**config.mk**
```make
export PLATFORM = sky130hd
export DESIGN_NAME = pulse_tx_flat
export DESIGN_NICKNAME = d
export VERILOG_FILES = /design/src/rtl/pulse_tx_if.sv /design/src/rtl/pulse_tx.sv /design/src/flat_wrapper.sv
export SDC_FILE = /design/constraint.sdc
export NUM_CORES = 1
export LEC_CHECK = 0
export ABC_AREA = 1
export BUFFER_PORTS_ARGS = -buffer_cell sky130_fd_sc_hd__buf_2
export CELL_PAD_IN_SITES_DETAIL_PLACEMENT = 0
export CELL_PAD_IN_SITES_GLOBAL_PLACEMENT = 1
export CORE_MARGIN = 1.5
export CORE_UTILIZATION = 41
export CTS_BUF_LIST = sky130_fd_sc_hd__clkbuf_8 sky130_fd_sc_hd__clkbuf_16
export CTS_CLUSTER_DIAMETER = 60
export DETAILED_ROUTE_END_ITERATION = 10
export GPL_TIMING_DRIVEN = 0
export HOLD_SLACK_MARGIN = 0.03
export PLACE_DENSITY = 0.85
export SLEW_MARGIN = 5
export SYNTH_ARGS = -nofsm -noshare
export SYNTH_HDL_FRONTEND = slang
export SYNTH_SLANG_ARGS = --single-unit
```
**constraint.sdc**
```tcl
create_clock -name clk -period 6.42 [get_ports clk]
set_input_delay 0.963 -clock clk [delete_from_list [all_inputs] [get_ports clk]]
set_output_delay 0.963 -clock clk [all_outputs]
set_load 0.1 [all_outputs]
```
**src/rtl/pulse_tx_if.sv**
```systemverilog
// Request/status bundle for pulse_tx: event requests in, shaped line and queue status out.
interface pulse_tx_if #(
  parameter int CW = 4
) ();
  logic          trig;
  logic          enable;
  logic          clr_ovf;
  logic          d_out;
  logic          busy;
  logic [CW-1:0] pending;
  logic          overflow;

  modport master (
    output trig, enable, clr_ovf,
    input  d_out, busy, pending, overflow
  );

  modport slave (
    input  trig, enable, clr_ovf,
    output d_out, busy, pending, overflow
  );
endinterface

```
**src/rtl/pulse_tx.sv**
```systemverilog
// Turns single-cycle event requests into pulses of HIGH_W cycles high and at least
// LOW_W cycles low, queueing requests that arrive mid-pulse in a saturating counter.
module pulse_tx #(
  parameter int HIGH_W = 4,
  parameter int LOW_W  = 4,
  parameter int CW     = 4
) (
  input  logic         clk,
  input  logic         rst,
  pulse_tx_if.slave    bus
);
  localparam int MAXW = (HIGH_W > LOW_W) ? HIGH_W : LOW_W;
  localparam int TW   = (MAXW < 2) ? 1 : $clog2(MAXW + 1);

  typedef enum logic [1:0] {IDLE, HIGH, GAP} state_t;

  state_t        state_reg;
  logic [TW-1:0] tmr_reg;
  logic [CW-1:0] pending_reg;
  logic [CW-1:0] pending_next;
  logic          overflow_reg;
  logic          d_out_reg;
  logic          busy_reg;

  logic start_window;
  logic start;
  logic full;
  logic drop;
  logic acc;

  // A new pulse may only begin from IDLE or on the final gap cycle, so the
  // low time between pulses is never shorter than LOW_W.
  always_comb begin
    start_window = (state_reg == IDLE) || ((state_reg == GAP) && (tmr_reg == TW'(1)));
    start        = start_window && bus.enable && ((pending_reg != '0) || bus.trig);
    full         = (pending_reg == {CW{1'b1}});
    drop         = bus.trig && full && !start;
    acc          = bus.trig && !drop;
    pending_next = pending_reg + CW'(acc) - CW'(start);
  end

  always_ff @(posedge clk) begin
    if (rst) begin
      state_reg    <= IDLE;
      tmr_reg      <= '0;
      pending_reg  <= '0;
      overflow_reg <= 1'b0;
      d_out_reg    <= 1'b0;
      busy_reg     <= 1'b0;
    end else begin
      pending_reg <= pending_next;
      if (drop) begin
        overflow_reg <= 1'b1;
      end else if (bus.clr_ovf) begin
        overflow_reg <= 1'b0;
      end

      case (state_reg)
        IDLE: begin
          if (start) begin
            state_reg <= HIGH;
            tmr_reg   <= TW'(HIGH_W);
            d_out_reg <= 1'b1;
            busy_reg  <= 1'b1;
          end
        end
        HIGH: begin
          if (tmr_reg == TW'(1)) begin
            state_reg <= GAP;
            tmr_reg   <= TW'(LOW_W);
            d_out_reg <= 1'b0;
          end else begin
            tmr_reg <= tmr_reg - TW'(1);
          end
        end
        GAP: begin
          if (tmr_reg == TW'(1)) begin
            if (start) begin
              state_reg <= HIGH;
              tmr_reg   <= TW'(HIGH_W);
              d_out_reg <= 1'b1;
            end else begin
              state_reg <= IDLE;
              tmr_reg   <= '0;
              busy_reg  <= 1'b0;
            end
          end else begin
            tmr_reg <= tmr_reg - TW'(1);
          end
        end
        default: begin
          state_reg <= IDLE;
          tmr_reg   <= '0;
          d_out_reg <= 1'b0;
          busy_reg  <= 1'b0;
        end
      endcase
    end
  end

  assign bus.d_out    = d_out_reg;
  assign bus.busy     = busy_reg;
  assign bus.pending  = pending_reg;
  assign bus.overflow = overflow_reg;
endmodule
```
**src/flat_wrapper.sv**
```systemverilog
// flat-port wrapper written by rule: the top's interface ports become plain ports
module pulse_tx_flat 
#(
  parameter int HIGH_W = 4,
  parameter int LOW_W  = 4,
  parameter int CW     = 4
)
  (clk, rst, bus_trig, bus_enable, bus_clr_ovf, bus_d_out, bus_busy, bus_pending, bus_overflow);
  pulse_tx_if #(.CW(CW)) bus_i ();
  input  logic clk;
  input  logic rst;
  input wire logic [$bits(bus_i.trig)-1:0] bus_trig;
  input wire logic [$bits(bus_i.enable)-1:0] bus_enable;
  input wire logic [$bits(bus_i.clr_ovf)-1:0] bus_clr_ovf;
  output wire logic [$bits(bus_i.d_out)-1:0] bus_d_out;
  output wire logic [$bits(bus_i.busy)-1:0] bus_busy;
  output wire logic [$bits(bus_i.pending)-1:0] bus_pending;
  output wire logic [$bits(bus_i.overflow)-1:0] bus_overflow;
  assign bus_i.trig = bus_trig;
  assign bus_i.enable = bus_enable;
  assign bus_i.clr_ovf = bus_clr_ovf;
  assign bus_d_out = bus_i.d_out;
  assign bus_busy = bus_i.busy;
  assign bus_pending = bus_i.pending;
  assign bus_overflow = bus_i.overflow;
  pulse_tx #(.HIGH_W(HIGH_W), .LOW_W(LOW_W), .CW(CW)) u_core (.clk(clk), .rst(rst), .bus(bus_i));
endmodule
```
==> impl_metrics.sql <==
INSERT INTO impl_metrics (metric_group, metric, value, unit) VALUES
('status', 'status', 'finished, final reports clean', ''),
('global_route', 'remaining_global_route_overflow', '0', ''),
('worst_setup_path', 'setup.worst_path.start_class', 'primary input', ''),
('cts', 'root_buffer', 'clkbuf_8', ''),
('route', 'route.detailed.vias_per_inst', '4.73', ''),
('global_route', 'grt_start_max_net_pins', '11', ''),
('synthesis', 'postSynthRegisterBits', '12', ''),
('synthesis', 'synth_warnings', '0', ''),
('synthesis', 'synthCells', '97', ''),
('cts', 'cts_buffer_depth', '2', ''),
('global_route', 'grt_usage', '16.2', '%'),
('sta', 'slew_viol_final', '0', ''),
('route', 'post_detailed_route_wirelength_per_cell', '10.6', 'um'),
('cts', 'tritoncts_buffers', '3', ''),
('worst_setup_path', 'worst_ep_arrival_time', '2540', 'ps'),
('cts', 'cts_tree', 'yes', ''),
('final_layout', 'largest_reg_flops', '4', ''),
('route', 'drt_iter0_drc', '7', ''),
('worst_setup_path', 'cp_data_required_time', '6540', 'ps'),
('sta', 'timing_hold_violations_final', '0', ''),
('hold_path', 'min_path_type', 'reg2reg', ''),
('synthesis', 'seq_area_frac_synth', '34.0', '%'),
('flow_run', 'maxCapViolCount', '0', ''),
('sta', 'timing_worst_slew_pin_value', '497', 'ps'),
('cts', 'worst_setup_hold_path_clk_slew', '60', 'ps'),
('floorplan', 'core_area', '1560', 'sq um'),
('synthesis', 'yosys.cell_types.count', '21', ''),
('sta', 'fmax', '0.414', 'GHz'),
('place', 'place_worst_setup_slack', '3730', 'ps'),
('cts', 'insertion_delay', '240', 'ps'),
('global_route', 'grt_first_pass_wirelength', '2250', 'um'),
('floorplan', 'design.portCount', '12', ''),
('final_layout', 'post-route-cell-area', '831', 'sq um'),
('cts', 'post_cts_resize_count', '0', ''),
('route', 'wirelength', '1340', 'um'),
('route', 'vias', '601', ''),
('final_layout', 'utilization', '53.3', '%'),
('global_route', 'grt_pass1_vias', '553', ''),
('final_layout', 'num_antenna_cells', '0', ''),
('place', 'gpl_wtd_cong', '0.724', ''),
('sta', 'clock_skew', '0.603', 'ps'),
('cts', 'clock_h_tree_levels', '1', ''),
('floorplan', 'floorplan.die.width', '44.5', 'um'),
('cts', 'clock_sink_count', '12', ''),
('sta', 'finalWorstSetupSlack', '4000', 'ps'),
('floorplan', 'row_count', '14', ''),
('floorplan', 'dieHeight', '44.5', 'um'),
('sta', 'max_slew_margin', '66.8', '%'),
('route', 'drt_drc_violations_left', '0', ''),
('place', 'placed_area', '776', 'sq um'),
('sta', 'finalWorstPathRequiredPeriod', '2420', 'ps'),
('place', 'detailedPlacementHpwl', '1050', 'um'),
('worst_setup_path', 'crit_type', 'in2reg', ''),
('synthesis', 'syn_area_per_cell', '7.28', 'sq um'),
('floorplan', 'initial_utilization', '45.3', '%'),
('final_layout', 'mostFrequentLayoutCell', 'inv_1', ''),
('cts', 'cts.repair_timing.setup_buffer_count', '0', ''),
('worst_setup_path', 'worstSetupEndpointType', 'flip-flop', ''),
('final_layout', 'most_frequent_cells_in_the_layout', 'inv_1, nand2_1, dfxtp_1', ''),
('worst_setup_path', 'critical_path.max_fanout', '4', ''),
('final_layout', 'syn2layout_area_growth', '17.7', '%'),
('sta', 'final.setup.tns', '0', 'ps'),
('global_route', 'grt_antenna_before_repair', '0', ''),
('final_layout', 'post_route_cells_drive_above_1_share', '21.6', '%'),
('synthesis', 'synthesis.area', '706', 'sq um'),
('sta', 'setup_viol', '0', ''),
('route', 'detail_route_antenna_nets', '0', ''),
('cts', 'ctsHoldBuffers', '0', ''),
('route', 'dr.pass1.iters', '4', ''),
('synthesis', 'synthesized_netlist_net_count', '111', ''),
('sta', 'fin_crit_sh', '37.7', '%'),
('final_layout', 'finalNetCount', '126', ''),
('sta', 'setup_repair_after_global_routing_missed_its_margin', 'false', ''),
('place', 'port-buffer-count', '10', ''),
('floorplan', 'fp.dieArea', '1980', 'sq um');
==> area by class of cell <==
class                           instances  area (sq um)
Fill cell                             170           728
Multi-Input combinational cell         62           379
Sequential cell                        12           240
Inverter                               22          82.6
Clock buffer                            4          55.1
Timing Repair Buffer                   10          50.0
Tap cell                               16          20.0
Buffer                                  1          3.75
==> cells by family after synthesis <==
group / after synthesis / synth area share [%]
buf+inv: 23 / 12.2
flops: 12 / 34.0
compound gates: 18 / 13.8
fa+ha+maj: 9 / 17.0
xor+xnor: 1 / 1.24
simple gates: 34 / 21.6
==> metal layers <==
metal | routed length [um] | part of all wire [%] | track usage [%] | vias up
li1 | - | - | - | 330
met1 | 653 | 49 | 17.9 | 262
met2 | 641 | 48 | 27.2 | 9
met3 | 47 | 3.5 | 6.12 | 0
met4 | 0 | 0 | 7.27 | 0
met5 | 0 | 0 | 0 | -
==> final timing paths <==
path,from,endpoint,slack (ps),cells after the start
worst max-delay path,bus_trig,u_core.bus.pending[2]$_SDFF_PP0_,4000,11
worst min-delay path,u_core.tmr_reg[0]$_SDFFE_PP0N_,u_core.tmr_reg[0]$_SDFFE_PP0N_,460,1
worst min register to register,u_core.tmr_reg[0]$_SDFFE_PP0N_,u_core.tmr_reg[0]$_SDFFE_PP0N_,460,1
worst max register to register,u_core.tmr_reg[1]$_SDFFE_PP0N_,u_core.bus.pending[2]$_SDFF_PP0_,4240,12
==> synthesized netlist by cell type <==
master	number	area share, %
a211oi_1	1	1.1
a21oi_1	10	7.1
a21oi_2	1	1.2
and2_1	1	0.89
clkbuf_1	1	0.53
dfxtp_1	12	34
fa_1	1	2.8
ha_1	8	14
inv_1	18	9.6
inv_2	4	2.1
nand2_1	14	7.4
nand2_2	1	0.89
nand3_1	3	2.1
nand3_2	1	1.4
nand4_1	1	0.89
nor2_1	10	5.3
nor2_2	3	2.7
o21ai_0	4	2.8
o21ai_1	1	0.71
o22ai_1	1	0.89
xnor2_1	1	1.2
==> per-stage QoR <==
| step | hold slack, ps | instances |
|---|---|---|
| 2_1_floorplan | 431 | 97 |
| 3_3_place_gp | 447 | 123 |
| 3_5_place_dp | 456 | 123 |
| 5_1_grt | 486 | 127 |
| 6_report | 458 | 127 |
| 4_1_cts | 464 | 127 |
==> critical path: stages <==
cell	delay (ps)
buf_2	110
nor2_1	100
nand2_1	100
nand3_2	120
inv_2	50
ha_1	260
inv_1	40
ha_1	210
fa_1	380
xnor2_1	150
nor2_1	50
Power is not shown: default switching activity piles up to over one toggle a cycle in this logic, so the estimate is an artifact.
